===== config.mk =====
export PLATFORM = sky130hd
export DESIGN_NAME = div_iter_ex
export DESIGN_NICKNAME = d
export VERILOG_FILES = /design/src/rtl/div_iter_ex.sv
export SDC_FILE = /design/constraint.sdc
export NUM_CORES = 1
export LEC_CHECK = 0
export ABC_AREA = 1
export BUFFER_PORTS_ARGS = -buffer_cell sky130_fd_sc_hd__buf_4
export CAP_MARGIN = 0
export CELL_PAD_IN_SITES_DETAIL_PLACEMENT = 0
export CELL_PAD_IN_SITES_GLOBAL_PLACEMENT = 1
export CORE_MARGIN = 2
export CORE_UTILIZATION = 44
export CTS_BUF_LIST = sky130_fd_sc_hd__clkbuf_4
export DETAILED_ROUTE_END_ITERATION = 10
export PLACE_DENSITY = 0.87
export SLEW_MARGIN = 20
export SYNTH_ARGS = -nofsm -noshare
export SYNTH_HDL_FRONTEND = slang
export SYNTH_SLANG_ARGS = --single-unit

===== constraint.sdc =====
create_clock -name clk -period 4.1 [get_ports clk]
set_clock_uncertainty 0.15 [all_clocks]
set_input_delay 0.82 -clock clk [delete_from_list [all_inputs] [get_ports clk]]
set_output_delay 0.82 -clock clk [all_outputs]
set_load 0.01 [all_outputs]

===== src/rtl/div_iter_ex.sv =====
`default_nettype none
// +--------------------------------------------------------------------------+
// | div_iter_ex : iterative radix-2 restoring divider for DIV/DIVU in EX.    |
// | Optional macro DIV_EARLY_TERM_EN: finish at once when |divisor|>|divd|.  |
// | Revision    : 1.0                                                        |
// +--------------------------------------------------------------------------+
module div_iter_ex #(
  parameter int WIDTH = 32
) (
  input  logic             clk,
  input  logic             rst,
  input  logic             start,
  input  logic             signed_div,
  input  logic [WIDTH-1:0] opa,
  input  logic [WIDTH-1:0] opb,
  input  logic             cancel,
  input  logic             accept,
  output logic             div_stall,
  output logic             ready,
  output logic [WIDTH-1:0] hi_out,
  output logic [WIDTH-1:0] lo_out
);

  localparam int              CW     = $clog2(WIDTH + 1);
  localparam logic [1:0]      S_IDLE = 2'd0;
  localparam logic [1:0]      S_BUSY = 2'd1;
  localparam logic [1:0]      S_DONE = 2'd2;
  localparam logic [CW-1:0]   C_LAST = CW'(WIDTH - 1);
  localparam logic [WIDTH-1:0] C_ZERO = '0;

  logic [1:0]       state_q, state_d;
  logic [CW-1:0]    count_q, count_d;
  logic [WIDTH-1:0] rem_q, rem_d;
  logic [WIDTH-1:0] quo_q, quo_d;
  logic [WIDTH-1:0] dvs_q, dvs_d;
  logic             qsign_q, qsign_d;
  logic             rsign_q, rsign_d;
  logic [WIDTH-1:0] hi_q, hi_d;
  logic [WIDTH-1:0] lo_q, lo_d;
  logic             ready_q, ready_d;

  logic [WIDTH-1:0] abs_a, abs_b;
  logic [WIDTH:0]   trial;
  logic             trial_ge;
  logic [WIDTH-1:0] rem_step, quo_step;
  logic             early_exit;

  assign abs_a = (signed_div & opa[WIDTH-1]) ? (C_ZERO - opa) : opa;
  assign abs_b = (signed_div & opb[WIDTH-1]) ? (C_ZERO - opb) : opb;

`ifdef DIV_EARLY_TERM_EN
  assign early_exit = (abs_b > abs_a);
`else
  assign early_exit = 1'b0;
`endif

  // Dividend bits are shifted out of the quotient register's MSB as quotient
  // bits enter at its LSB; the trial value needs one extra bit of headroom.
  assign trial    = {rem_q, quo_q[WIDTH-1]};
  assign trial_ge = (trial >= {1'b0, dvs_q});
  assign rem_step = trial_ge ? (trial[WIDTH-1:0] - dvs_q) : trial[WIDTH-1:0];
  assign quo_step = {quo_q[WIDTH-2:0], trial_ge};

  always_comb begin
    state_d = state_q;
    count_d = count_q;
    rem_d   = rem_q;
    quo_d   = quo_q;
    dvs_d   = dvs_q;
    qsign_d = qsign_q;
    rsign_d = rsign_q;
    hi_d    = hi_q;
    lo_d    = lo_q;
    ready_d = ready_q;
    if (cancel) begin
      state_d = S_IDLE;
      ready_d = 1'b0;
    end else begin
      case (state_q)
        S_IDLE: begin
          if (start) begin
            rem_d   = '0;
            quo_d   = abs_a;
            dvs_d   = abs_b;
            qsign_d = (opa[WIDTH-1] ^ opb[WIDTH-1]) & signed_div;
            rsign_d = opa[WIDTH-1] & signed_div;
            count_d = '0;
            if (opb == C_ZERO) begin
              state_d = S_DONE;
              ready_d = 1'b1;
              lo_d    = '1;
              hi_d    = opa;
            end else if (early_exit) begin
              state_d = S_DONE;
              ready_d = 1'b1;
              lo_d    = '0;
              hi_d    = opa;
            end else begin
              state_d = S_BUSY;
            end
          end
        end
        S_BUSY: begin
          rem_d   = rem_step;
          quo_d   = quo_step;
          count_d = count_q + CW'(1);
          if (count_q == C_LAST) begin
            state_d = S_DONE;
            ready_d = 1'b1;
            hi_d    = rsign_q ? (C_ZERO - rem_step) : rem_step;
            lo_d    = qsign_q ? (C_ZERO - quo_step) : quo_step;
          end
        end
        S_DONE: begin
          if (accept) begin
            state_d = S_IDLE;
            ready_d = 1'b0;
          end
        end
        default: begin
          state_d = S_IDLE;
          ready_d = 1'b0;
        end
      endcase
    end
  end

  always_ff @(posedge clk or negedge rst) begin
    if (!rst) begin
      state_q <= S_IDLE;
      count_q <= '0;
      rem_q   <= '0;
      quo_q   <= '0;
      dvs_q   <= '0;
      qsign_q <= 1'b0;
      rsign_q <= 1'b0;
      hi_q    <= '0;
      lo_q    <= '0;
      ready_q <= 1'b0;
    end else begin
      state_q <= state_d;
      count_q <= count_d;
      rem_q   <= rem_d;
      quo_q   <= quo_d;
      dvs_q   <= dvs_d;
      qsign_q <= qsign_d;
      rsign_q <= rsign_d;
      hi_q    <= hi_d;
      lo_q    <= lo_d;
      ready_q <= ready_d;
    end
  end

  // Dropping the stall in DONE lets the divide instruction leave EX.
  assign div_stall = start & ~cancel & (state_q != S_DONE);
  assign ready     = ready_q;
  assign hi_out    = hi_q;
  assign lo_out    = lo_q;

endmodule
`default_nettype wire


==> reports/results.tsv, run 1 <==
metric	value	unit
status	complete, no violations	
rsz0062_at_grt	no	
totalPowerFinal	15.81	mW
drt_wl_total	50230	um
fin_nets	2327	
cts_buffer_depth	2	
setup_viol	0	
fin_crit	3.859	ns
synthAdderAreaFrac	0.03607	
setup_tns	0	ns
multi_input_area	7790	um^2
via_count	14490	
critical_path.startpoint_type	register	
crit_type	register to register	
yosys.area_share.simple	0.3537	
grtUsageTotal	0.3218	
cts-htree-levels	4	
cts_buffers	17	
fin_crit_sh	0.9412	
cp_max_fo	5	
hold_violations	0	
die_x	178.4	um
final_common_cell	nand2_1	
synth-compound-area-share	0.1427	
crit_chain	ha_1, nand2_1, nor2_2, nand2_1, inv_1, nand3_1, nand2_1, nor2_2, nand2_2, inv_4, ha_1, inv_1, nor3_2, nand2_1, inv_2, nand3_2, nor3_2, inv_2, o21ai_2, o21ai_0, or2_0, a41oi_1	
layout-drive-gt1-share	0.1465	
powerDensity	1024	nW/um^2
area_growth	15.34	%
synth_warnings	0	
synthDistinctLibCells	61	
clk_pin_slew	0.16	ns
avgViaCountPerCell	5.525	
post-route-drc-count	0	
root_buffer	clkbuf_4	
comb_power_share	0.740	
clock_latency	0.64	ns
synth_edf_count	0	
synth-seq-cells	171	
synth_area	13390	um^2
p_sw	9.184	mW
grt_pass1_vias	13520	
crit_slowest_cell	dfrtp_1	
synth_xor_area_frac	0.03794	
fin_cells	2623	
vdd_drop_max	0.0006669	V
p_int	6.629	mW
drv_slew	0	
grt_pass1_wl	77090	um
layout.area.seq	4279	um^2
synth_top_family_by_area	simple AND/OR/NAND/NOR gates	
dp.cells	2585	
share_seq_of_total_power	0.194	
required	4.47	ns
coreArea	29800	um^2
cts.sinks	171	
grt-ovfl-total	0	
fillerInstances	3131	
syn_area_per_cell	6.409	um^2
die_h	178.4	um
clock.fmax	259.1	MHz
drt_iter0_drc	1515	
p_clk_frac	0.066	
antenna_left	0	
cts_tree	done	
seq_area_frac_synth	0.3196	
synthMuxAreaShare	0	
max_stage_delay	0.46	ns
io_pins	136	
cap_violations	0	
p_leak	7.957	nW
place_congestion	1.010	
worstHoldPathType	primary input to register	
firstDrtPassIters	5	
syn_nets	2197	
initial_core_util	0.4494	
yosys.area.top_type	dfrtp_1	
final_cell_mix	nand2_1, inv_1, nor2_1	
worst_slew_pin_slew	0.9667	ns
die_area	31840	um^2
holdWs	0.2795	ns
synth_top_area_frac	0.3196	
reg2reg_depth	22	
wl_per_cell	19.15	um
relSlewSlack	0.3555	
syn_inst	2089	
num_rows	63	
async_flop_share	1.000	
end_kind	register	
antenna_found_initial	2	
synthTopCellsByArea	dfrtp_1, nand2_1, inv_1, nor2_1, nand3_1	
arrival	4.23	ns
portBuffers	135	
ys.flop_type	dfrtp_1	
grt_max_degree	87	
dp_hpwl	39190	um
worstHoldPathCells	2	
crit_path_frequent_cell	nand2_1	
p_sw_frac	0.5808	
## stage by stage
| step | util | area [um^2] | setup slack (ns) |
|---|---|---|---|
| after floorplan | - | 13390 | 0.3333 |
| after global placement | 0.5026 | 14980 | 0.01708 |
| after detailed placement | 0.5026 | 14980 | 0.07784 |
| after CTS | 0.5121 | 15260 | 0.06247 |
| after global routing | 0.5183 | 15440 | 0.009865 |
| final | 0.5183 | 15440 | 0.2410 |
## power groups by stage
stage	sequential [mW]	combinational [mW]	clock (mW)
final	3.07	11.7	1.04
after global routing	3.16	12.9	1.13
after CTS	3.05	11.2	1.06
after detailed placement	3.08	11.2	0
after global placement	3.06	11.2	0
after floorplan	3.03	7.45	0
## area by class of cell
| cell class | count | area share |
|---|---|---|
| multi-input combinational | 1539 | 0.5044 |
| sequential | 171 | 0.2771 |
| timing repair buffer | 186 | 0.09503 |
| inverter | 304 | 0.07405 |
| tap | 390 | 0.03160 |
| clock inverter | 14 | 0.008912 |
| clock buffer | 18 | 0.008750 |
| antenna | 1 | 0.0001620 |
## Yosys cell counts (9+ instances only)
library cell and instances:
o211ai_1 10, inv_2 10, nor2_1 208, ha_1 37, or2_2 13, nand2_2 18, xnor2_1 15, a31oi_1 19
nand3_1 136, nor2_2 10, nand4_1 18, o21ai_0 133, nor4_1 9, inv_1 292, clkbuf_1 55, a21oi_1 80
o21ai_1 10, dfrtp_1 171, nand2_1 623, o22ai_1 26, nor3_1 50, xor2_1 43, nand3_2 9
## kinds of logic (layout without fill, tap and decap cells)
| logic type | after synthesis | in the layout |
|---|---|---|
| adders and majority gates | 38 | 38 |
| xor gates and xnor gates | 58 | 58 |
| buffers and inverters | 379 | 522 |
| other | 0 | 1 |
| DFF | 171 | 171 |
| AOI/OAI and AO/OA | 329 | 329 |
| and+or+nand+nor | 1114 | 1114 |
## critical path: cells and delay by family, from the launching register on
kind / cells / cell delay (ns)
AO/OA/AOI/OAI: 3 / 0.46
buffers and inverters: 5 / 0.41
adder cells (fa/ha/maj): 2 / 0.54
AND/OR/NAND/NOR: 12 / 1.74
flip-flops: 1 / 0.46
## flip-flops by register name (all words and copies together) (netlist names)
register and flops:
dvs_q 32, lo_out 32, ready 1, count_q 6
rsign_q 1, qsign_q 1, hi_out 32, quo_q 32
rem_q 32, state_q 2
## worst paths after layout
path | start | end | slack, ns
worst min register to register | count_q[5] | count_q[5] | 0.34
worst min-delay path | cancel | state_q[1] | 0.28
min in group asynchronous | rst | dvs_q[20] | 0.49
worst max register to register | rem_q[15] | lo_out[24] | 0.24
max in group asynchronous | rst | state_q[1] | 2.35
worst max-delay path | rem_q[15] | lo_out[24] | 0.24
## timing repair
item / in CTS / in global routing
hold buffers: 1 / 0
buffers inserted: 0 / 4
endpoints found under the hold margin: 38 / 0
setup endpoints to repair: 0 / 21
resized for setup: 0 / 38
## metal layers
layer / track usage / wire, um
met1: 0.4765 / 23190
met2: 0.4744 / 21500
met3: 0.06202 / 4381
met4: 0.09045 / 1142
met5: 0 / 13
(Power assumes the default switching activity.)
==> inputs of run 2 (changes only) <==
- CAP_MARGIN: 0 -> 40
- CORE_UTILIZATION: 44 -> 40
- PLACE_DENSITY: 0.87 -> 0.8
==> run 2 against run 1 <==
Non-clock buffer count grew 7; largest cell class unchanged; critical path type unchanged; maximum frequency shrank 1.4%; final cell count grew 2.2%; sequential power is essentially flat.
==> reports/results.tsv, run 2 (synthesis gave the netlist of run 1 again) <==
metric	value	unit
initial_core_util	0.4084	
num_rows	66	
cts_buffers	17	
crit_slowest_cell	dfrtp_1	
powerDensity	1009	nW/um^2
critical_path.startpoint_type	register	
clock.fmax	255.6	MHz
end_kind	register	
root_buffer	clkbuf_4	
arrival	4.29	ns
cts_resized	0	
cp.buffers_inverters	4	
cap_violations	0	
clk_pin_slew	0.16	ns
die_x	187.0	um
post-cts-setup-buffer-count	0	
wl_per_cell	18.83	um
antenna_left	0	
grt_max_degree	86	
cts.sinks	171	
crit_chain	inv_1, ha_1, nand2_1, nor2_4, nand2_1, nor2_1, nand3_1, nand2_1, nor2_2, nand2_2, buf_4, nand2_1, nand2_1, ha_1, nand3_1, nor2_2, buf_4, nand3_2, nor2_1, nor2_1, xor2_1, inv_1, o21ai_0, nand2_1	
crit_family	simple AND/OR/NAND/NOR gates	
relSlewSlack	0.4964	
grt_pass1_wl	78400	um
crit_type	register to register	
vdd_drop_max	0.0004195	V
cts_buffer_depth	2	
p_leak	7.978	nW
avgViaCountPerCell	5.284	
dp_hpwl	39290	um
fin_crit_sh	0.9543	
hold_violations	0	
setup_viol	0	
cts-htree-levels	4	
clock_latency	0.65	ns
layout-drive-gt1-share	0.1402	
worst_slew_pin_slew	0.7554	ns
cts_tree	done	
die_h	187.0	um
coreArea	32780	um^2
grt-ovfl-total	0	
die_area	34950	um^2
final_common_cell	nand2_1	
setup_tns	0	ns
portBuffers	135	
post_dp_cell_area	15110	um^2
antenna_found_initial	1	
area_growth	15.32	%
fin_nets	2334	
final_cell_mix	nand2_1, inv_1, nor2_1	
grtUsageTotal	0.2895	
via_count	14170	
firstDrtPassIters	5	
crit_path_frequent_cell	nand2_1	
post-route-drc-count	0	
fin_crit	3.913	ns
worstHoldPathType	primary input to async pin	
cp_max_fo	14	
grt_pass1_vias	13370	
cts.hold.buffers_added	0	
drt_iter0_drc	1275	
drv_slew	0	
place_congestion	0.9839	
drt_wl_total	50490	um
max_stage_delay	0.38	ns
status	complete, no violations	
design_area	15440	um^2
required	4.48	ns
io_pins	136	
==> run 2: changes by cell type in the layout (fill, tap and decap cells not counted), moves of 3 or more <==
cell     previous run  this run
buf_4             177       187
ha_1               27        36
ha_2                7         1
nand2_1           617       622
nand2_2            24        19
ha_4                3         0
nor2_1            201       204
nor3_2              4         1
o21ai_1             9        12
==> run 2: layout make-up <==
type                    instances  area, um^2
diodes                          1       2.502
clock buffers                  19       142.6
clock inverters                13       118.9
fillers                      3572       17340
inverters                     304        1144
multi-input cells            1539        7699
flip-flops and latches        171        4279
well taps                     442       553.0
repair buffers                193        1501
==> run 2: per-layer routing <==
layer  GRT usage  routed length [um]
met5           0                   0
met2      0.4442               22090
met4     0.06319                 740
met1      0.4323               24910
met3     0.03752                2755
==> run 2: worst paths after layout <==
kind,startpoint,endpoint,slack (ns),cells after the start
max in group asynchronous,rst,lo_out[14],2.72,2
setup / recovery,dvs_q[24],hi_out[10],0.19,24
setup reg to reg,dvs_q[24],hi_out[10],0.19,24
min in group clk,cancel,state_q[1],0.25,2
hold / removal,rst,dvs_q[14],0.004,1
hold reg to reg,count_q[5],count_q[5],0.34,1
==> run 2: report_power, final <==
group          switching (mW)  total (mW)  internal (mW)
clock                   0.697        1.02          0.319
sequential              0.624        3.07           2.44
combinational            7.61        11.5           3.88
==> run 2: metrics by stage <==
stage | utilization | power [mW] | hold slack, ns | setup WS, ns | std cells
6_report | 0.4710 | 15.58 | 0.003850 | 0.1874 | 2682
5_1_grt | 0.4710 | 16.99 | 0.04077 | -0.02720 | 2682
4_1_cts | 0.4687 | 15.41 | 0.02430 | 0.1809 | 2680
3_5_place_dp | 0.4608 | 14.34 | 0.3096 | 0.2173 | 2648
3_3_place_gp | 0.4603 | 14.30 | 0.3042 | 0.2386 | 2647
2_1_floorplan | - | 10.49 | 0.2839 | 0.3333 | 2089
